$ cat config.mk
export PLATFORM = sky130hd
export DESIGN_NAME = sha256_sched_ctrl_flat
export DESIGN_NICKNAME = d
export VERILOG_FILES = /design/src/rtl/sha256_sched_ctrl_pkg.sv /design/src/rtl/sha256_sched_ctrl_if.sv /design/src/rtl/sha256_round_cnt.sv /design/src/rtl/sha256_sched_ctrl.sv /design/src/flat_wrapper.sv
export SDC_FILE = /design/constraint.sdc
export NUM_CORES = 1
export LEC_CHECK = 0
export CELL_PAD_IN_SITES_DETAIL_PLACEMENT = 0
export CELL_PAD_IN_SITES_GLOBAL_PLACEMENT = 1
export CORE_AREA = 2 2 412 414
export CTS_CLUSTER_DIAMETER = 80
export DETAILED_ROUTE_END_ITERATION = 16
export DIE_AREA = 0 0 414 416
export DONT_BUFFER_PORTS = 1
export HOLD_SLACK_MARGIN = 0.06
export PLACE_DENSITY = 0.38
export SLEW_MARGIN = 20
export SYNTH_ARGS = -nofsm -noshare
export SYNTH_HDL_FRONTEND = slang
export SYNTH_SLANG_ARGS = --single-unit
$ cat constraint.sdc
create_clock -name clk -period 1.6 [get_ports clk]
set_clock_uncertainty 0.1 [all_clocks]
set_input_delay 0.4 -clock clk [delete_from_list [all_inputs] [get_ports clk]]
set_output_delay 0.4 -clock clk [all_outputs]
set_load 0.05 [all_outputs]
$ cat src/rtl/sha256_sched_ctrl_pkg.sv
// rtl/sha256_sched_ctrl_pkg.sv - shared state encoding, sizes and SHA-256 IV for the block sequencer
package sha256_pkg;

  localparam int ROUNDS = 64;
  localparam int RIDX_W = $clog2(ROUNDS);
  localparam logic [RIDX_W-1:0] LAST_ROUND = 6'd63;
  localparam int BLK_W = 512;

  // Initial hash value, also consumed by the compression datapath
  localparam logic [31:0] H0 = 32'h6a09e667;
  localparam logic [31:0] H1 = 32'hbb67ae85;
  localparam logic [31:0] H2 = 32'h3c6ef372;
  localparam logic [31:0] H3 = 32'ha54ff53a;
  localparam logic [31:0] H4 = 32'h510e527f;
  localparam logic [31:0] H5 = 32'h9b05688c;
  localparam logic [31:0] H6 = 32'h1f83d9ab;
  localparam logic [31:0] H7 = 32'h5be0cd19;

  typedef enum logic [2:0] {
    IDLE,
    LOAD,
    ROUND,
    ACCUM,
    DONE
  } state_t;

endpackage

$ cat src/rtl/sha256_sched_ctrl_if.sv
// rtl/sha256_sched_ctrl_if.sv - padded-block handshake between block source and sequencer
interface sha256_sched_ctrl_if;
  import sha256_pkg::*;

  logic             blk_valid;
  logic             blk_ready;
  logic [BLK_W-1:0] blk_data;
  logic             blk_first;
  logic             blk_last;

  modport master (
    output blk_valid, blk_data, blk_first, blk_last,
    input  blk_ready
  );

  modport slave (
    input  blk_valid, blk_data, blk_first, blk_last,
    output blk_ready
  );

endinterface

$ cat src/rtl/sha256_round_cnt.sv
// rtl/sha256_round_cnt.sv - round index counter with explicit 63->0 wrap
module sha256_round_cnt
  import sha256_pkg::*;
(
  input  logic              clk,
  input  logic              rst,
  input  logic              clr,
  input  logic              en,
  output logic [RIDX_W-1:0] idx,
  output logic              is_last
);

  assign is_last = (idx == LAST_ROUND);

  always_ff @(posedge clk) begin
    if (rst || clr) begin
      idx <= '0;
    end else if (en) begin
      idx <= is_last ? '0 : idx + 1'b1;
    end
  end

endmodule

$ cat src/rtl/sha256_sched_ctrl.sv
// rtl/sha256_sched_ctrl.sv - SHA-256 per-block sequencer: load, 64 rounds, accumulate, digest
// Optional SHA_SCHED_STALL_EN adds a round_stall input that freezes the round index.
module sha256_sched_ctrl
  import sha256_pkg::*;
(
  input  logic                 clk,
  input  logic                 rst,
  sha256_sched_ctrl_if.slave   blk,
`ifdef SHA_SCHED_STALL_EN
  input  logic                 round_stall,
`endif
  output logic [BLK_W-1:0]     ms_data,
  output logic                 ms_load,
  output logic [RIDX_W-1:0]    round_idx,
  output logic                 round_en,
  output logic                 round_last,
  output logic                 hv_init,
  output logic                 hv_accum,
  output logic                 digest_valid,
  output logic                 busy
);

`ifndef SHA_SCHED_STALL_EN
  logic round_stall;
  assign round_stall = 1'b0;
`endif

  state_t state;
  logic   last_q;
  logic   cnt_last;

  // Ready and busy decode only the state register, so blk_valid never reaches blk_ready
  assign blk.blk_ready = (state == IDLE);
  assign busy          = (state != IDLE);
  assign round_en      = (state == ROUND) && !round_stall;
  assign round_last    = round_en && cnt_last;

  sha256_round_cnt u_round_cnt (
    .clk     (clk),
    .rst     (rst),
    .clr     (state != ROUND),
    .en      (round_en),
    .idx     (round_idx),
    .is_last (cnt_last)
  );

  always_ff @(posedge clk) begin
    if (rst) begin
      state        <= IDLE;
      ms_data      <= '0;
      last_q       <= 1'b0;
      ms_load      <= 1'b0;
      hv_init      <= 1'b0;
      hv_accum     <= 1'b0;
      digest_valid <= 1'b0;
    end else begin
      ms_load      <= 1'b0;
      hv_init      <= 1'b0;
      hv_accum     <= 1'b0;
      digest_valid <= 1'b0;
      case (state)
        IDLE: begin
          if (blk.blk_valid) begin
            ms_data <= blk.blk_data;
            last_q  <= blk.blk_last;
            ms_load <= 1'b1;
            hv_init <= blk.blk_first;
            state   <= LOAD;
          end
        end
        LOAD: state <= ROUND;
        ROUND: begin
          if (round_en && cnt_last) begin
            hv_accum <= 1'b1;
            state    <= ACCUM;
          end
        end
        ACCUM: begin
          if (last_q) begin
            digest_valid <= 1'b1;
            state        <= DONE;
          end else begin
            state <= IDLE;
          end
        end
        DONE:    state <= IDLE;
        default: state <= IDLE;
      endcase
    end
  end

endmodule

$ cat src/flat_wrapper.sv
// flat-port wrapper written by rule: the top's interface ports become plain ports
module sha256_sched_ctrl_flat import sha256_pkg::*;
  (clk, rst, ms_data, ms_load, round_idx, round_en, round_last, hv_init, hv_accum, digest_valid, busy, blk_blk_valid, blk_blk_data, blk_blk_first, blk_blk_last, blk_blk_ready);
  sha256_sched_ctrl_if blk_i ();
  input  logic clk;
  input  logic rst;
  output logic [BLK_W-1:0] ms_data;
  output logic ms_load;
  output logic [RIDX_W-1:0] round_idx;
  output logic round_en;
  output logic round_last;
  output logic hv_init;
  output logic hv_accum;
  output logic digest_valid;
  output logic busy;
  input wire logic [$bits(blk_i.blk_valid)-1:0] blk_blk_valid;
  input wire logic [$bits(blk_i.blk_data)-1:0] blk_blk_data;
  input wire logic [$bits(blk_i.blk_first)-1:0] blk_blk_first;
  input wire logic [$bits(blk_i.blk_last)-1:0] blk_blk_last;
  output wire logic [$bits(blk_i.blk_ready)-1:0] blk_blk_ready;
  assign blk_i.blk_valid = blk_blk_valid;
  assign blk_i.blk_data = blk_blk_data;
  assign blk_i.blk_first = blk_blk_first;
  assign blk_i.blk_last = blk_blk_last;
  assign blk_blk_ready = blk_i.blk_ready;
  sha256_sched_ctrl u_core (.clk(clk), .rst(rst), .blk(blk_i), .ms_data(ms_data), .ms_load(ms_load), .round_idx(round_idx), .round_en(round_en), .round_last(round_last), .hv_init(hv_init), .hv_accum(hv_accum), .digest_valid(digest_valid), .busy(busy));
endmodule
==> flow_summary.yaml <==
hold_path:
  holdCritPathClass: "in2reg"
setup_path:
  arrival_ps: 1890
  critPathLaunchType: "flip-flop"
  worst-setup-path-type: "reg2out"
  critPathRequiredTime_ps: 1100
  path_max_fanout: 4
  worstSetupEndpointType: "output pin"
floorplan:
  die_h_um: 416
  initial_core_util: 0.109
  fp.dieW_um: 414
  rows: 151
  ios: 1043
  fp.dieArea_sq_um: 172000
  core_area_sq_um: 168000
synthesis:
  yosysSeqAreaShare: 0.575
  syn_area_sq_um: 18300
  ys_top_cells_by_area: "dfxtp_1 58%, nand2_1 21%, a21oi_1 14%"
  yosys_warnings: 0
  ys_types: 28
  synthCells: 2280
  ys_seq_elements: 526
  yosysTopAreaCell: "dfxtp_1"
  synth_edf_count: 0
  syn_avg_cell_area_sq_um: 8.03
  syn_nets: 2798
  async_flop_share: 0
  synthFlopType: "dfxtp_1"
  synth_top_area_frac: 0.575
detailed_routing:
  via_per_inst: 3.45
  drt_iter0_markers: 885
  wirelength_mm: 102
  ant_nets: 0
  first_pass_iters: 5
  wl_per_cell_um: 19.2
  via_count: 18413
  drc: 0
timing:
  min_period_over_period: 1.49
  hold_ws_ps: -268
  slew_headroom: -0.401
  rsz0062_at_grt: "yes"
  setup_slack_ps: -789
  worstMarginPinSlew_ps: 2100
  setup_violations: 1038
  min_period_ps: 2390
  hold_violations: 104
  tns_ps: -252750
  slew_viol_final: 173
  fmax_mhz: 418
grt:
  grt_pass1_vias: 18372
  grt_usage: 0.107
  antenna_found_initial: 9
  grt_overflow: 0
  grt_max_degree: 522
  grt_pass1_wl_mm: 135
clocking:
  cts_buffers: 73
  cts.sinks: 526
  cts_buffer_depth: 3
  cts_root_buffer: "clkbuf_16"
  ctsHtreeMaxLevel: 3
  clk_latency_ps: 670
  clk_pin_slew_ps: 50
  cts_tree: "done"
layout:
  fin_util: 0.199
  fillerInstances: 18761
  final_nets: 3586
  area_delta_synth_final_pct: 82.9
  drive_above_1_share: 0.271
place:
  portBuffers: 0
  place_hpwl_mm: 70.0
  place_congestion: 0.785
power_and_ir_drop:
  powerDensity_nw_per_um2: 1230
  p_leak_uw: 0.0126
  irDropWorstVdd_mv: 0.761
  report.power.total_uw: 41000
run:
  maxCapViolCount: 0
outcome:
  failed_checks: "negative hold slack, max-slew violations, negative setup slack"
  status: "finished with violations"
## sequential cells by signal (all words and copies together), names as in the netlist
name and cells:
u_core.digest_valid 1, u_core.hv_accum 1, u_core.hv_init 1, u_core.last_q 1
u_core.ms_data 512, u_core.ms_load 1, u_core.state 3, u_core.u_round_cnt.idx 6
## layout by cell type, fill, tap and decap left out, types with 2 or more instances in the layout
| cell | n |
|---|---|
| clkbuf_8 | 13 |
| nand3_1 | 2 |
| buf_8 | 11 |
| clkinvlp_4 | 3 |
| dfxtp_4 | 291 |
| and2_1 | 2 |
| nor2_4 | 3 |
| buf_6 | 13 |
| diode_2 | 4 |
| clkinv_4 | 3 |
| nor2_1 | 4 |
| nand2_1 | 1013 |
| clkbuf_16 | 102 |
| buf_16 | 27 |
| nor3_1 | 5 |
| dfxtp_2 | 29 |
| nand2_2 | 14 |
| dlygate4sd3_1 | 493 |
| a21oi_1 | 514 |
| bufinv_16 | 5 |
| buf_4 | 255 |
| clkinv_8 | 3 |
| buf_12 | 57 |
| dfxtp_1 | 206 |
| clkbuf_1 | 23 |
| inv_6 | 2 |
| bufbuf_16 | 3 |
| xnor2_1 | 3 |
| o21ai_0 | 2 |
| nand2_4 | 2 |
## critical path, stage by stage (launching register included)
cell and delay, ps:
dfxtp_4 340, buf_6 130, or2_4 280, nor2_4 180, clkinvlp_4 130, buf_8 150
## path summary, 6_finish.rpt
path / end / start / depth (start not counted) / slack (ps)
setup reg to reg: u_core.ms_data[288]$_SDFFE_PP0P_ / u_core.state[0]$_SDFFE_PP0P_ / 8 / -550
setup / recovery: busy / u_core.state[0]$_SDFFE_PP0P_ / 5 / -790
hold reg to reg: u_core.ms_data[78]$_SDFFE_PP0P_ / u_core.ms_data[78]$_SDFFE_PP0P_ / 2 / 350
hold / removal: u_core.ms_data[69]$_SDFFE_PP0P_ / rst / 1 / -270
## logic make-up (layout without fill, tap and decap cells)
kind of cell	after synthesis	after routing	synth area share
AND/OR/NAND/NOR	1056	1056	0.219
flip-flops	526	526	0.575
adder cells (fa/ha/maj)	1	1	0.000683
XOR/XNOR	3	3	0.00144
other	0	4	0
buffers and inverters	175	1016	0.0609
AO/OA/AOI/OAI	519	519	0.142
## timing repair
item,CTS,global route
resized for setup,751,62
setup endpoints to repair,1043,1045
pin swaps,5,2
gates cloned,13,34
hold buffers,463,30
endpoints found under the hold margin,526,189
buffers inserted,19,14
## cell usage after synthesis, types with 3 or more instances
library cell / instances
a21oi_1: 515
clkbuf_1: 62
nand2_1: 1029
xnor2_1: 3
nand3_1: 3
buf_6: 51
nor2_1: 6
nor3_1: 5
dfxtp_1: 526
buf_2: 57
## metal layers
| metal | part of all wire | routed length, um | up-vias | track usage |
|---|---|---|---|---|
| li1 | - | - | 8947 | - |
| met1 | 0.39 | 40000 | 8680 | 0.116 |
| met2 | 0.49 | 50400 | 639 | 0.185 |
| met3 | 0.082 | 8380 | 141 | 0.0415 |
| met4 | 0.035 | 3530 | 6 | 0.0497 |
| met5 | 0.00035 | 36 | - | 0 |
## power by group
group	switching [uW]	leakage [uW]	internal, uW
Sequential	2310	0.00453	14000
Clock	6630	0.00117	10100
Combinational	4620	0.00690	3380
Total	13600	0.0126	27500
## stage by stage
step / area [sq um] / setup WS (ps) / instances / hold WS [ps]
6_report: 33500 / -789 / 5343 / -268
5_1_grt: 33500 / -880 / 5343 / -341
4_1_cts: 32000 / -928 / 5264 / -389
3_5_place_dp: 22700 / -301 / 4642 / 347
3_3_place_gp: 22700 / -252 / 4642 / 348
2_1_floorplan: 18400 / -168 / 2280 / 337
## cell type report
type	instances	area (sq um)	area share
sequential	526	11700	0.348
timing repair buffer	886	9820	0.293
multi-input combinational	1579	6770	0.202
tap	2218	2780	0.0829
clock buffer	111	2140	0.0640
clock inverter	17	293	0.00875
inverter	2	11.3	0.000336
antenna	4	10.0	0.000299
Note: power is estimated with default switching activity, not from simulation.
